$ cat config.mk
export PLATFORM = sky130hd
export DESIGN_NAME = himax_blink
export DESIGN_NICKNAME = d
export VERILOG_FILES = /design/src/rtl/himax_blink.sv
export SDC_FILE = /design/constraint.sdc
export NUM_CORES = 1
export LEC_CHECK = 0
export BUFFER_PORTS_ARGS = -buffer_cell sky130_fd_sc_hd__buf_2
export CAP_MARGIN = 10
export CORE_UTILIZATION = 50
export CTS_CLUSTER_DIAMETER = 40
export DETAILED_ROUTE_END_ITERATION = 6
export PLACE_DENSITY = 0.67
export SYNTH_ARGS = -nofsm -noshare
export SYNTH_HDL_FRONTEND = slang
export SYNTH_SLANG_ARGS = --single-unit
$ cat constraint.sdc
create_clock -name clk -period 7.3 [get_ports clk]
set_input_delay 0.73 -clock clk [delete_from_list [all_inputs] [get_ports clk]]
set_output_delay 0.73 -clock clk [all_outputs]
set_load 0.01 [all_outputs]
$ cat src/rtl/himax_blink.sv
// -----------------------------------------------------------------------------
// himax_blink
// Bring-up top level for the Himax camera board.
//   * Synchronises the sensor's nibble pixel bus (px_clk is sampled as data),
//     rebuilds 8-bit pixels (high nibble first) and checks the frame size.
//   * At every frame end reports {frame count, byte checksum} as a two-byte
//     8N1 burst on uart_tx, toggles sensor_led and latches a sticky size
//     error on led_red.
//   * Generates the sensor clock and a heartbeat blink on led_green.
//
// Ports
//   clk         in     system clock (>= 4x px_clk)
//   rst         in     asynchronous active-high reset
//   uart_rx     in     unused
//   uart_tx     out    8N1 status transmitter, idle high
//   gpio[2:0]   out    [0] synced fv, [1] synced lv, [2] byte-valid pulse
//   i2c_scl/sda inout  always released (high-Z)
//   sensor_clk  out    clk / (2*SENSOR_DIV)
//   px_clk      in     sensor pixel clock (sampled)
//   px_fv       in     frame valid
//   px_lv       in     line valid
//   pxd[3:0]    in     pixel nibble
//   sensor_led  out    toggles at each frame end
//   led_red     out    sticky frame-size error
//   led_green   out    heartbeat
//   led_blue    out    lit during a frame (synced fv)
// -----------------------------------------------------------------------------
module himax_blink #(
    parameter int NUM_COLS   = 40,
    parameter int NUM_ROWS   = 30,
    parameter int SENSOR_DIV = 2,
    parameter int BAUD_DIV   = 16,
    parameter int HB_BITS    = 24
) (
    input  logic       clk,
    input  logic       rst,
    input  logic       uart_rx,
    output logic       uart_tx,
    output logic [2:0] gpio,
    inout  wire        i2c_scl,
    inout  wire        i2c_sda,
    output logic       sensor_clk,
    input  logic       px_clk,
    input  logic       px_fv,
    input  logic       px_lv,
    input  logic [3:0] pxd,
    output logic       sensor_led,
    output logic       led_red,
    output logic       led_green,
    output logic       led_blue
);

    localparam int FRAME_BYTES = NUM_COLS * NUM_ROWS;
    localparam int SDIV_W      = (SENSOR_DIV > 1) ? $clog2(SENSOR_DIV) : 1;
    localparam int BAUD_W      = (BAUD_DIV > 1) ? $clog2(BAUD_DIV) : 1;

    typedef enum logic [1:0] {
        UART_IDLE  = 2'd0,
        UART_START = 2'd1,
        UART_DATA  = 2'd2,
        UART_STOP  = 2'd3
    } uart_state_e;

    // I2C is not driven by this bring-up image.
    assign i2c_scl = 1'bz;
    assign i2c_sda = 1'bz;

    logic unused_uart_rx;
    assign unused_uart_rx = uart_rx;

    // ------------------------------------------------------------------
    // Input synchronisers: {px_clk, px_fv, px_lv, pxd} all share the same
    // two-stage depth so the data seen at a detected px_clk edge is the
    // data the sensor presented at that edge.
    // ------------------------------------------------------------------
    logic [6:0] sync_meta_q;
    logic [6:0] sync_q;

    // Two-flop synchroniser for the whole pixel bus.
    always_ff @(posedge clk or posedge rst) begin
        if (rst) begin
            sync_meta_q <= 7'd0;
            sync_q      <= 7'd0;
        end else begin
            sync_meta_q <= {px_clk, px_fv, px_lv, pxd};
            sync_q      <= sync_meta_q;
        end
    end

    logic       clk_s;
    logic       fv_s;
    logic       lv_s;
    logic [3:0] nib_s;

    assign clk_s = sync_q[6];
    assign fv_s  = sync_q[5];
    assign lv_s  = sync_q[4];
    assign nib_s = sync_q[3:0];

    // ------------------------------------------------------------------
    // Pixel capture / frame accounting
    // ------------------------------------------------------------------
    logic        pxclk_prev_q, pxclk_prev_d;
    logic        fv_prev_q, fv_prev_d;
    logic        frame_active_q, frame_active_d;
    logic        phase_q, phase_d;
    logic [3:0]  hi_nib_q, hi_nib_d;
    logic [15:0] byte_cnt_q, byte_cnt_d;
    logic [7:0]  sum_q, sum_d;
    logic [7:0]  frame_cnt_q, frame_cnt_d;
    logic        byte_stb_q, byte_stb_d;
    logic        sensor_led_q, sensor_led_d;
    logic        led_red_q, led_red_d;

    logic        pe_s;
    logic        fv_rise_s;
    logic        frame_end_s;
    logic [7:0]  new_byte_s;
    logic [7:0]  report_cnt_s;
    logic        send_req_s;
    uart_state_e uart_state_q, uart_state_d;

    assign pe_s      = clk_s & ~pxclk_prev_q;
    assign fv_rise_s = pe_s & fv_s & ~fv_prev_q;
    // A frame only ends if we saw it start; this drops a frame that was
    // already in flight when reset released.
    assign frame_end_s  = pe_s & ~fv_s & fv_prev_q & frame_active_q;
    assign new_byte_s   = {hi_nib_q, nib_s};
    assign report_cnt_s = frame_cnt_q + 8'd1;
    assign send_req_s   = frame_end_s & (uart_state_q == UART_IDLE);

    // Next-state logic for nibble assembly and frame bookkeeping.
    always_comb begin
        pxclk_prev_d   = clk_s;
        fv_prev_d      = fv_prev_q;
        frame_active_d = frame_active_q;
        phase_d        = phase_q;
        hi_nib_d       = hi_nib_q;
        byte_cnt_d     = byte_cnt_q;
        sum_d          = sum_q;
        frame_cnt_d    = frame_cnt_q;
        byte_stb_d     = 1'b0;
        sensor_led_d   = sensor_led_q;
        led_red_d      = led_red_q;

        if (pe_s) begin
            fv_prev_d = fv_s;
        end else begin
            fv_prev_d = fv_prev_q;
        end

        if (pe_s && fv_s && lv_s) begin
            if (phase_q == 1'b0) begin
                hi_nib_d = nib_s;
                phase_d  = 1'b1;
            end else begin
                phase_d    = 1'b0;
                byte_stb_d = 1'b1;
                // Saturate so an oversize frame can never alias to a good count.
                byte_cnt_d = (byte_cnt_q == 16'hFFFF) ? byte_cnt_q : byte_cnt_q + 16'd1;
                sum_d      = sum_q + new_byte_s;
            end
        end else if (pe_s && !lv_s) begin
            // Line end discards any dangling high nibble.
            phase_d = 1'b0;
        end else begin
            phase_d = phase_q;
        end

        if (fv_rise_s) begin
            frame_active_d = 1'b1;
            byte_cnt_d     = 16'd0;
            sum_d          = 8'd0;
        end else if (frame_end_s) begin
            frame_active_d = 1'b0;
            frame_cnt_d    = report_cnt_s;
            sensor_led_d   = ~sensor_led_q;
            byte_cnt_d     = 16'd0;
            sum_d          = 8'd0;
            if (byte_cnt_q != 16'(FRAME_BYTES)) begin
                led_red_d = 1'b1;
            end else begin
                led_red_d = led_red_q;
            end
        end else begin
            frame_active_d = frame_active_q;
        end
    end

    // Pixel / frame state registers.
    always_ff @(posedge clk or posedge rst) begin
        if (rst) begin
            pxclk_prev_q   <= 1'b0;
            fv_prev_q      <= 1'b1;   // a frame already high at release is not a start
            frame_active_q <= 1'b0;
            phase_q        <= 1'b0;
            hi_nib_q       <= 4'd0;
            byte_cnt_q     <= 16'd0;
            sum_q          <= 8'd0;
            frame_cnt_q    <= 8'd0;
            byte_stb_q     <= 1'b0;
            sensor_led_q   <= 1'b0;
            led_red_q      <= 1'b0;
        end else begin
            pxclk_prev_q   <= pxclk_prev_d;
            fv_prev_q      <= fv_prev_d;
            frame_active_q <= frame_active_d;
            phase_q        <= phase_d;
            hi_nib_q       <= hi_nib_d;
            byte_cnt_q     <= byte_cnt_d;
            sum_q          <= sum_d;
            frame_cnt_q    <= frame_cnt_d;
            byte_stb_q     <= byte_stb_d;
            sensor_led_q   <= sensor_led_d;
            led_red_q      <= led_red_d;
        end
    end

    // ------------------------------------------------------------------
    // UART transmitter: sends {report count, checksum} back to back.
    // ------------------------------------------------------------------
    logic [BAUD_W-1:0] baud_q, baud_d;
    logic [2:0]        bit_q, bit_d;
    logic              second_q, second_d;
    logic [7:0]        shift_q, shift_d;
    logic [7:0]        pend_q, pend_d;
    logic              tx_q, tx_d;
    logic              baud_last_s;

    assign baud_last_s = (baud_q == BAUD_W'(BAUD_DIV - 1));

    // UART next-state and line-level logic.
    always_comb begin
        uart_state_d = uart_state_q;
        baud_d       = baud_q;
        bit_d        = bit_q;
        second_d     = second_q;
        shift_d      = shift_q;
        pend_d       = pend_q;
        tx_d         = 1'b1;

        case (uart_state_q)
            UART_IDLE: begin
                if (send_req_s) begin
                    uart_state_d = UART_START;
                    baud_d       = '0;
                    shift_d      = report_cnt_s;
                    pend_d       = sum_q;
                    second_d     = 1'b0;
                end else begin
                    uart_state_d = UART_IDLE;
                end
            end
            UART_START: begin
                if (baud_last_s) begin
                    baud_d       = '0;
                    bit_d        = 3'd0;
                    uart_state_d = UART_DATA;
                end else begin
                    baud_d = baud_q + BAUD_W'(1);
                end
            end
            UART_DATA: begin
                if (baud_last_s) begin
                    baud_d  = '0;
                    shift_d = {1'b0, shift_q[7:1]};
                    if (bit_q == 3'd7) begin
                        uart_state_d = UART_STOP;
                    end else begin
                        bit_d = bit_q + 3'd1;
                    end
                end else begin
                    baud_d = baud_q + BAUD_W'(1);
                end
            end
            UART_STOP: begin
                if (baud_last_s) begin
                    baud_d = '0;
                    if (second_q == 1'b0) begin
                        second_d     = 1'b1;
                        shift_d      = pend_q;
                        uart_state_d = UART_START;
                    end else begin
                        uart_state_d = UART_IDLE;
                    end
                end else begin
                    baud_d = baud_q + BAUD_W'(1);
                end
            end
            default: begin
                uart_state_d = UART_IDLE;
            end
        endcase

        // Line level follows the state being entered so tx_q is aligned
        // with uart_state_q.
        case (uart_state_d)
            UART_START: tx_d = 1'b0;
            UART_DATA:  tx_d = shift_d[0];
            default:    tx_d = 1'b1;
        endcase
    end

    // UART registers; line returns high on reset.
    always_ff @(posedge clk or posedge rst) begin
        if (rst) begin
            uart_state_q <= UART_IDLE;
            baud_q       <= '0;
            bit_q        <= 3'd0;
            second_q     <= 1'b0;
            shift_q      <= 8'd0;
            pend_q       <= 8'd0;
            tx_q         <= 1'b1;
        end else begin
            uart_state_q <= uart_state_d;
            baud_q       <= baud_d;
            bit_q        <= bit_d;
            second_q     <= second_d;
            shift_q      <= shift_d;
            pend_q       <= pend_d;
            tx_q         <= tx_d;
        end
    end

    // ------------------------------------------------------------------
    // Heartbeat and sensor clock
    // ------------------------------------------------------------------
    logic [HB_BITS-1:0] hb_q, hb_d;
    logic [SDIV_W-1:0]  sdiv_q, sdiv_d;
    logic               sclk_q, sclk_d;

    // Free-running heartbeat and sensor-clock divider next state.
    always_comb begin
        hb_d = hb_q + HB_BITS'(1);
        if (sdiv_q == SDIV_W'(SENSOR_DIV - 1)) begin
            sdiv_d = '0;
            sclk_d = ~sclk_q;
        end else begin
            sdiv_d = sdiv_q + SDIV_W'(1);
            sclk_d = sclk_q;
        end
    end

    // Heartbeat and sensor-clock registers.
    always_ff @(posedge clk or posedge rst) begin
        if (rst) begin
            hb_q   <= '0;
            sdiv_q <= '0;
            sclk_q <= 1'b0;
        end else begin
            hb_q   <= hb_d;
            sdiv_q <= sdiv_d;
            sclk_q <= sclk_d;
        end
    end

    // ------------------------------------------------------------------
    // Outputs (all straight from registers)
    // ------------------------------------------------------------------
    assign uart_tx    = tx_q;
    assign gpio       = {byte_stb_q, lv_s, fv_s};
    assign sensor_clk = sclk_q;
    assign sensor_led = sensor_led_q;
    assign led_red    = led_red_q;
    assign led_green  = hb_q[HB_BITS-1];
    assign led_blue   = fv_s;

endmodule

**Yosys cells after proc, flatten, opt, wreduce, memory -nomap -nowiden**

Cells that the tools add are included.

- Register bits: 110
- Input port bits: 10
- Output and inout bits: 11

- Add/sub/neg operators: 7
- Equality and inequality tests: 16
- Multiplexer cells: 40
- Bitwise logic cells: 14
- Reduce and logical (&&, ||, !) cells: 22

Operator list:

| operator | number |
|---|---|
| 2-to-1 mux 16 bit | 5 |
| 2-to-1 mux 8 bit | 8 |
| adder 24 x 1 -> 24 bit (second input constant) | 1 |
| one-hot mux 8 bit (3 select lines) | 1 |
| adder 16 x 1 -> 16 bit (second input constant) | 1 |
| equality test 16 bit (second input constant) | 1 |
| inequality test 16 x 11 -> 1 bit (second input constant) | 1 |
| 2-to-1 mux 1 bit | 12 |
| inequality test 2 bit (second input constant) | 6 |
| 2-to-1 mux 3 bit | 3 |
| AND reduction 3 bit | 3 |
| nonzero test 3 bit | 3 |
| adder 8 x 1 -> 8 bit (second input constant) | 1 |
| adder 8 bit | 1 |
| 2-to-1 mux 2 bit | 4 |
| 2-to-1 mux 4 bit | 2 |
| one-hot mux 2 bit (4 select lines) | 1 |
| one-hot mux 4 bit (2 select lines) | 1 |
| AND reduction 2 bit | 4 |
| nonzero test 2 bit | 4 |
| bitwise AND 1 bit | 7 |
| NOT 1 bit | 7 |
| equality test 2 bit (second input constant) | 3 |
| one-hot mux 3 bit (2 select lines) | 1 |
| 14 further kinds | 18 |

**Longest topological paths before layout**

Gate-level depths: netlist of the first run.

- Depth in word-level cells: 10
- Mapped depth: 8
- Gate-level depth less buffers: 7

**Least setup slack after synthesis of the first run**

OpenSTA, ideal clock, no wires.

- Path type: register -> register
- Start: register sum_q[0]
- End: register sum_q[6]
- Setup time: 0.094 ns
- Arrival time: 1.747 ns
- Data required time: 7.206 ns
- Path slack: 5.459 ns
- Cell stages (with the launch flop): 8
- Path buffers: 0
- Cells stage by stage: dfrtp_1 ha_1 fa_1 a211oi_1 o21bai_1 a21oi_1 nor2_1 a211oi_1

- Cells in the longest elaborated chain, start to end: 5

RTL lines:

| element | RTL line | text |
|---|---|---|
| from (decl) | 109 | `logic [7:0] sum_q, sum_d;` |
| from (signal assigned) | 211 | `sum_q <= sum_d;` |
| adder 8 bit | 161 | `sum_d = sum_q + new_byte_s;` |
| 2-to-1 mux 8 bit | 153 | `if (phase_q == 1'b0) begin` |
| 2-to-1 mux 8 bit | 152 | `if (pe_s && fv_s && lv_s) begin` |
| 2-to-1 mux 8 bit | 174 | `end else if (frame_end_s) begin` |
| 2-to-1 mux 8 bit | 170 | `if (fv_rise_s) begin` |

No other way between the ends. The select of a mux whose other input is x is not followed.
A chain may end at the register's enable or synchronous reset.

**Worst setup path in the final report of the first run**

- Start: register uart_state_q[0]
- End: register shift_q[1]

- Cells in the longest elaborated chain, start to end: 4
- Elaborated cells on any way between the ends: 11
- Classes of those cells: eq/ne: 6; mux: 1; bitwise: 1; reduce/logical: 3

RTL lines:

| element | RTL line | text |
|---|---|---|
| from (decl) | 121 | `uart_state_e uart_state_q, uart_state_d;` |
| from (signal assigned) | 315 | `uart_state_q <= uart_state_d;` |
| zero test 2 bit | 130, 242 |  |
| bitwise AND 1 bit | 130 | `assign send_req_s = frame_end_s & (uart_state_q == UART_IDLE);` |
| inequality test 2 bit (no line) | n/a |  |
| AND reduction 5 bit (no line) | n/a |  |
| to (signal assigned) | 319 | `shift_q <= shift_d;` |
| to (decl) | 225 | `logic [7:0] shift_q, shift_d;` |

Several ways; a longest one is shown, not always the timed one.

==> results of run 1 <==
[cells in the final DEF (no fill, tap or decap), types with 5 or more instances in the layout]
cell / synthesis / routed
a211oi_1: 5 / 5
a21oi_1: 22 / 22
and3_1: 9 / 9
and4_1: 5 / 5
buf_2: 5 / 17
clkbuf_8: 0 / 9
dfrtp_1: 108 / 108
ha_1: 14 / 14
inv_1: 11 / 10
nand2_1: 81 / 81
nand3_1: 21 / 21
nand4_1: 10 / 10
nor2_1: 29 / 29
nor2b_1: 9 / 9
nor3_1: 5 / 5
o21ai_0: 13 / 13
o221ai_1: 5 / 5
xnor2_1: 40 / 40
xor2_1: 12 / 12
[power by group]
| part | switching [mW] | internal [mW] |
|---|---|---|
| clock network | 0.203 | 0.127 |
| logic | 0.112 | 0.0866 |
| registers | 0.0646 | 0.668 |
| total | 0.380 | 0.882 |
[flip-flops by register name (all words and copies together) (netlist names), 2 cells and up]
register / count
sum_q: 8
baud_q: 4
bit_q: 3
hb_q: 24
sync_meta_q: 7
byte_cnt_q: 16
frame_cnt_q: 8
uart_state_q: 2
pend_q: 8
hi_nib_q: 4
shift_q: 8
sync_q: 7
[kinds of logic (layout without fill, tap and decap cells)]
family | after synthesis | count (layout) | synth area share (%)
xor+xnor | 52 | 52 | 8.82
flops | 110 | 110 | 53.4
other cells | 1 | 2 | 0.0726
simple gates | 191 | 191 | 18.5
fa+ha+maj | 15 | 15 | 3.78
mux | 8 | 8 | 1.67
compound gates | 81 | 81 | 10.7
buf+inv | 35 | 48 | 3.10
[through the flow]
step,area (um^2),instances,worst slack [ns]
final,5500,640,5.03
after floorplan,5170,494,3.67
after global placement,5330,624,5.05
after CTS,5500,640,5.00
after global routing,5500,640,4.85
after detailed placement,5330,624,5.02
[per-layer routing]
metal	up-vias	wire (um)	global-route usage (%)	part of all wire (%)
met5	-	0	0	0
met2	65	4350	30.1	49
met1	1706	4130	24.6	46
met4	0	115	5.90	1.3
met3	8	346	3.90	3.9
li1	1737	-	-	-
[worst paths after layout]
check,start,to,slack (ns)
min in group clk,sync_meta_q[0],sync_q[0],0.35
max reg2reg,uart_state_q[0],shift_q[1],5.03
min reg2reg,sync_meta_q[0],sync_q[0],0.35
min,rst,hb_q[11],0.34
max,uart_state_q[0],shift_q[1],5.03
max in group asynchronous,rst,byte_cnt_q[4],5.68
[worst max-delay path, cell delays in order (launching register included)]
cell and delay, ns:
dfrtp_1 0.63, or2_1 0.43, nor3_4 0.44, a31oi_1 0.23
a221o_1 0.42
[cell type report]
type                       instances  share of cell area, %
sequential                       110                   50.1
multi-input combinational        349                   41.0
timing repair buffer              20                   1.96
tap                              133                   3.03
inverter                          12                  0.865
clock buffer                      12                   2.46
clock inverter                     4                  0.569
==> results by group, run 1 <==
Run status
  – Outcome: completed

Floorplanning
  – # rows: 36
  – Area of the core: 9910 um^2
  – Initial core utilization: 52.1%
  – # IOs: 21
  – Die area: 10700 um^2
  – Die Y: roughly 100 um
  – DIE WIDTH: 104 um

STA
  – RSZ-0062 raised after global routing: no
  – Worst Tran Pin Value: between 0.9 and 1 ns
  – Min Tclk post-route: 2.27 ns
  – Final worst-path cycle share: 31.0%
  – Final Hold Violating Endpoints: 0
  – Slew headroom: 39.7%
  – Worst Skew: roughly 0.014 ns
  – Setup-failing EPs final: 0
  – Hold_ws: 0.344 ns
  – Max-slew violation count: 0
  – F_max: 0.441 GHz
  – Setup TNS: 0 ns

Power
  – Power per standard cell area: 230 nW/um^2
  – Power after layout: 1.26 mW
  – Peak supply drop: 183 uV
  – Leak: 2.49 nW

Clock tree
  – Clock sink count: 110
  – Root Buffer Master: clkbuf_8
  – Worst-Skew Late Latency: 0.38 ns
  – CTS Buf Count: 9
  – Clock slew at reported path FFs: 0.11 ns
  – Post-CTS Hold Fix Bufs: 0
  – CTS tree: yes
  – Postcts setup bufs: 0
  – H-tree depth: 3
  – Cts repair resizes: 0
  – Maximum clock path buffer count: 2

Finish
  – Multi-input gate area: between 2000 and 2500 um^2
  – Share of cells above drive strength 1: under 10%
  – Final core utilization: between 50% and 60%
  – Ant. Diodes: 0
  – Area Growth Syn to Fin: 6.42%
  – Nets: 527
  – Fillers: 883
  – FF/Latch Area: around 2800 um^2

Setup path
  – Worst Setup Path Type: reg2reg
  – Worst Path Arrival: approximately 2.5 ns
  – CP endpoint kind: flop
  – Cell count of the worst reg-to-reg path: 4
  – Max FO, Critical Path: 23
  – Worst EP required: 7.56 ns
  – Critical path startpoint category: flop

Place
  – Final RePlAce weighted congestion: 0.799
  – Buffers on Ports: 17
  – Hpwl dp: 6260 um

Routing
  – Iteration-0 DRC Markers: 134
  – Post-route ant nets: 0
  – DR WL/cell: 14.0 um
  – First-pass iteration count of the detailed router: 5
  – DRT Wirelength: between 8000 and 9000 um
  – Vias per Instance: 5.49
  – Routed via count: 3516
  – DRC Markers: 0

Job
  – Max Cap Viol: 0

Min path
  – Hold crit path type: in2async

Yosys
  – Mapped Cells: approximately 500
  – Post-synthesis cell type count: 63
  – EDFF count, synth: 0
  – Yosys top cell by area: dfrtp_1
  – Top cells by area, synth: dfrtp_1 (52%), xnor2_1 (6.8%), nand2_1 (5.9%)
  – Syn Area/Cell: 10.5 um^2
  – Yosys reg bits: 110
  – Cell with the most instances after synthesis: dfrtp_1
  – Synth cell count leaders: dfrtp_1 (108), nand2_1 (81), xnor2_1 (40)
  – Top cell type's share of synthesized area: 52.3%
  – Ys async rst share: 100%
  – Seq/Total Area, Yosys: 53.4%
  – Yosys Warn Count: 0
  – Post-Synthesis Cell Area: 5160 um^2
  – Top FF cell, synth: dfrtp_1

Global route
  – First-pass GRT wire length: 16100 um
  – Total grt overflow: 0
  – Pin count of the biggest net entering global routing: 76
  – GRT Total Usage: 18.4%
  – Vias in the first global route: 3465
  – Antenna violations before repair: 0
No activity file was read; power rests on OpenSTA's default activity.
==> inputs of run 2 (changes only) <==
ABC_AREA = 1   (was default)
clock period = 2.1 ns   (was 7.3 ns; I/O delays follow)
==> run 2 against run 1 <==
  * Fmax grew 24%
  * Sequential power grew to 3.4 times the previous value
  * Synthesized area grew 5.5%
  * Largest power group unchanged
  * Core utilization increased by 1.7 points
  * Clock skew is 0.0075 ns lower
  * Die area rose by 5.4%
  * Sequential share of layout area fell by 4.0 points
  * Synthesized cell count rose by 29%
==> results by group, run 2 <==
STA
  – Hold_ws: 0.314 ns (-0.0301 ns)
  – RSZ-0062 raised after global routing: no
  – Worst Skew: 0.00612 ns (-0.00749 ns)
  – Setup-failing EPs final: 0 (unchanged)
  – Final Hold Violating Endpoints: 0 (unchanged)
  – Max-slew violation count: 0 (unchanged)
  – Min Tclk post-route: 1.82 ns (-0.444 ns)
  – Final worst-path cycle share: 86.8% (+56 points)
  – Setup TNS: 0 ns (unchanged)
  – Fin worst setup slack: 0.277 ns (-4.76 ns)
  – F_max: 0.549 GHz (+24%)

Finish
  – Biggest register: hb_q
  – Area Growth Syn to Fin: 9.67%
  – Regs by FF count: hb_q x24, byte_cnt_q x16
  – Cell Count, Final, Fillers Out: 807 (+26%)
  – Largest register FFs: 24 (unchanged)
  – Commonest non-fill, non-tap cell in the layout: nand2_1
  – Nets: 691 (+31%)
  – Fillers: 964 (+9.2%)
  – Ant. Diodes: 0 (unchanged)
  – Most frequent cells in the layout: nand2_1 (156), dfrtp_1 (108), inv_1 (76)
  – Share of cells above drive strength 1: 9.69% (+0.022 points)

Setup path
  – Worst Path Arrival: 2.09 ns (-0.43 ns)
  – Worst EP required: 2.37 ns (-5.19 ns)
  – Cell count of the worst reg-to-reg path: 8 (+4)
  – Max FO, Critical Path: 26 (+13%)
  – Worst R2R Setup Slack: 0.28 ns (-4.76 ns)
  – CP endpoint kind: flop
  – Critical path startpoint category: flop
  – Worst Setup Path Type: reg2reg

Yosys
  – Seq/Total Area, Yosys: 50.6% (-2.8 points)
  – Yosys Warn Count: 0 (unchanged)
  – Cell with the most instances after synthesis: nand2_1
  – Mapped Cells: 637 (+29%)
  – Synth cell count leaders: nand2_1 (156), dfrtp_1 (108), inv_1 (77)
  – Top cells by area, synth: dfrtp_1 (50%), nand2_1 (11%), inv_1 (5.3%)
  – EDFF count, synth: 0 (unchanged)
  – Ys async rst share: 100% (unchanged)
  – Top cell type's share of synthesized area: 49.6% (-2.7 points)
  – Post-synthesis cell type count: 40 (-37%)
  – Post-Synthesis Cell Area: 5450 um^2 (+5.5%)
  – Yosys top cell by area: dfrtp_1
  – Top FF cell, synth: dfrtp_1
  – Yosys reg bits: 110 (unchanged)
  – Syn Area/Cell: 8.55 um^2 (-18%)

Global route
  – Antenna violations before repair: 0 (unchanged)
  – First-pass GRT wire length: 18600 um (+15%)
  – GRT Total Usage: 20.8% (+2.4 points)
  – Pin count of the biggest net entering global routing: 52 (-32%)
  – Vias in the first global route: 4166 (+20%)
  – Total grt overflow: 0 (unchanged)

Power
  – Power after layout: 4.68 mW (+270%)
  – Peak supply drop: 578 uV (+220%)
  – Power per standard cell area: 782 nW/um^2 (+240%)
  – Leak: 2.87 nW (+15%)

Clock tree
  – Clock sink count: 110 (unchanged)
  – Clock slew at reported path FFs: 0.10 ns (about the same)
  – Worst-Skew Late Latency: 0.39 ns (about the same)
  – H-tree depth: 3 (unchanged)
  – Root Buffer Master: clkbuf_8
  – Postcts setup bufs: 0 (unchanged)
  – CTS tree: yes
  – CTS Buf Count: 9 (unchanged)
  – Maximum clock path buffer count: 2 (unchanged)

Floorplanning
  – Die Y: 106 um (+2.7%)
  – Die area: 11300 um^2 (+5.4%)
  – # IOs: 21 (unchanged)
  – DIE WIDTH: 106 um (+2.7%)
  – Initial core utilization: 52.1% (about the same)
  – # rows: 37 (+2.8%)
  – Area of the core: 10500 um^2 (+5.6%)

Place
  – Setup WS pre-CTS: 0.217 ns (-4.81 ns)
  – Placed insts: 783 (+25%)
  – Buffers on Ports: 17 (unchanged)
  – Hpwl dp: 7580 um (+21%)
  – Final RePlAce weighted congestion: 0.920 (+15%)

Routing
  – DRC Markers: 0 (unchanged)
  – DRT Wirelength: 10600 um (+18%)
  – DR WL/cell: 13.1 um (-6.2%)
  – First-pass iteration count of the detailed router: 4 (-1)
  – Routed via count: 4190 (+19%)
  – Iteration-0 DRC Markers: 180 (+34%)
  – Vias per Instance: 5.19 (-5.5%)
  – Post-route ant nets: 0 (unchanged)

Job
  – Max Cap Viol: 0 (unchanged)

Min path
  – Hold crit path type: in2async

Run status
  – Outcome: completed
run 2: logic make-up (layout without fill, tap and decap cells):
kind of cell / after synthesis / count (layout) / synth area share [%]
adders and majority gates: 15 / 15 / 3.58
xor gates and xnor gates: 32 / 32 / 5.14
other: 1 / 2 / 0.0688
AOI/OAI and AO/OA: 73 / 73 / 7.35
buffers and inverters: 94 / 127 / 7.14
muxes: 4 / 4 / 0.827
DFF: 110 / 110 / 50.6
and+or+nand+nor: 308 / 308 / 25.3
run 2: timing repair:
action / CTS / global route
endpoints found under the hold margin: 17 / 0
gates resized for setup: 0 / 1
setup endpoints to repair: 0 / 2
hold buffers: 8 / 0
run 2: critical path, cell delays in order, from the launching register on:
cell	delay, ns
dfrtp_1	0.44
ha_1	0.27
nand3_1	0.14
nor2_2	0.18
nand2_1	0.09
nor2_2	0.15
nand2_2	0.13
nand2_8	0.18
o21ai_0	0.11
run 2: per-layer routing:
metal / wire length, um / share of wire, % / global-route usage, % / up-vias
li1: - / - / - / 2129
met1: 4980 / 47 / 26.4 / 1980
met2: 5120 / 48 / 35.4 / 61
met3: 304 / 2.9 / 4.23 / 20
met4: 176 / 1.7 / 7.24 / 0
met5: 0 / 0 / 0 / -
run 2: cell type report:
class	count	area, um^2	area share, %
Sequential cell	110	2760	46.1
Multi-Input combinational cell	434	2320	38.8
Clock buffer	11	151	2.53
Inverter	80	304	5.09
Timing Repair Buffer	31	235	3.94
Clock inverter	5	42.5	0.712
Tap cell	136	170	2.85
run 2: path summary, 6_finish.rpt:
check | startpoint | to
setup reg to reg | byte_cnt_q[0] | byte_cnt_q[14]
setup / recovery | byte_cnt_q[0] | byte_cnt_q[14]
hold / removal | rst | sdiv_q
min in group clk | sync_meta_q[0] | sync_q[0]
hold reg to reg | sync_meta_q[0] | sync_q[0]
max in group asynchronous | rst | uart_tx
run 2: report_power, final:
part	switching, mW	leakage (nW)	total, mW	internal [mW]
clock	0.750	0.0897	1.26	0.507
combinational	0.569	1.34	0.914	0.346
sequential	0.169	1.44	2.50	2.34
total	1.49	2.87	4.68	3.19
run 2: metrics by stage:
stage	instance area [um^2]	util, %
after detailed placement	5690	54.4
after global routing	5980	57.1
after floorplan	5460	-
after global placement	5690	54.4
final	5980	57.1
after CTS	5970	57.0
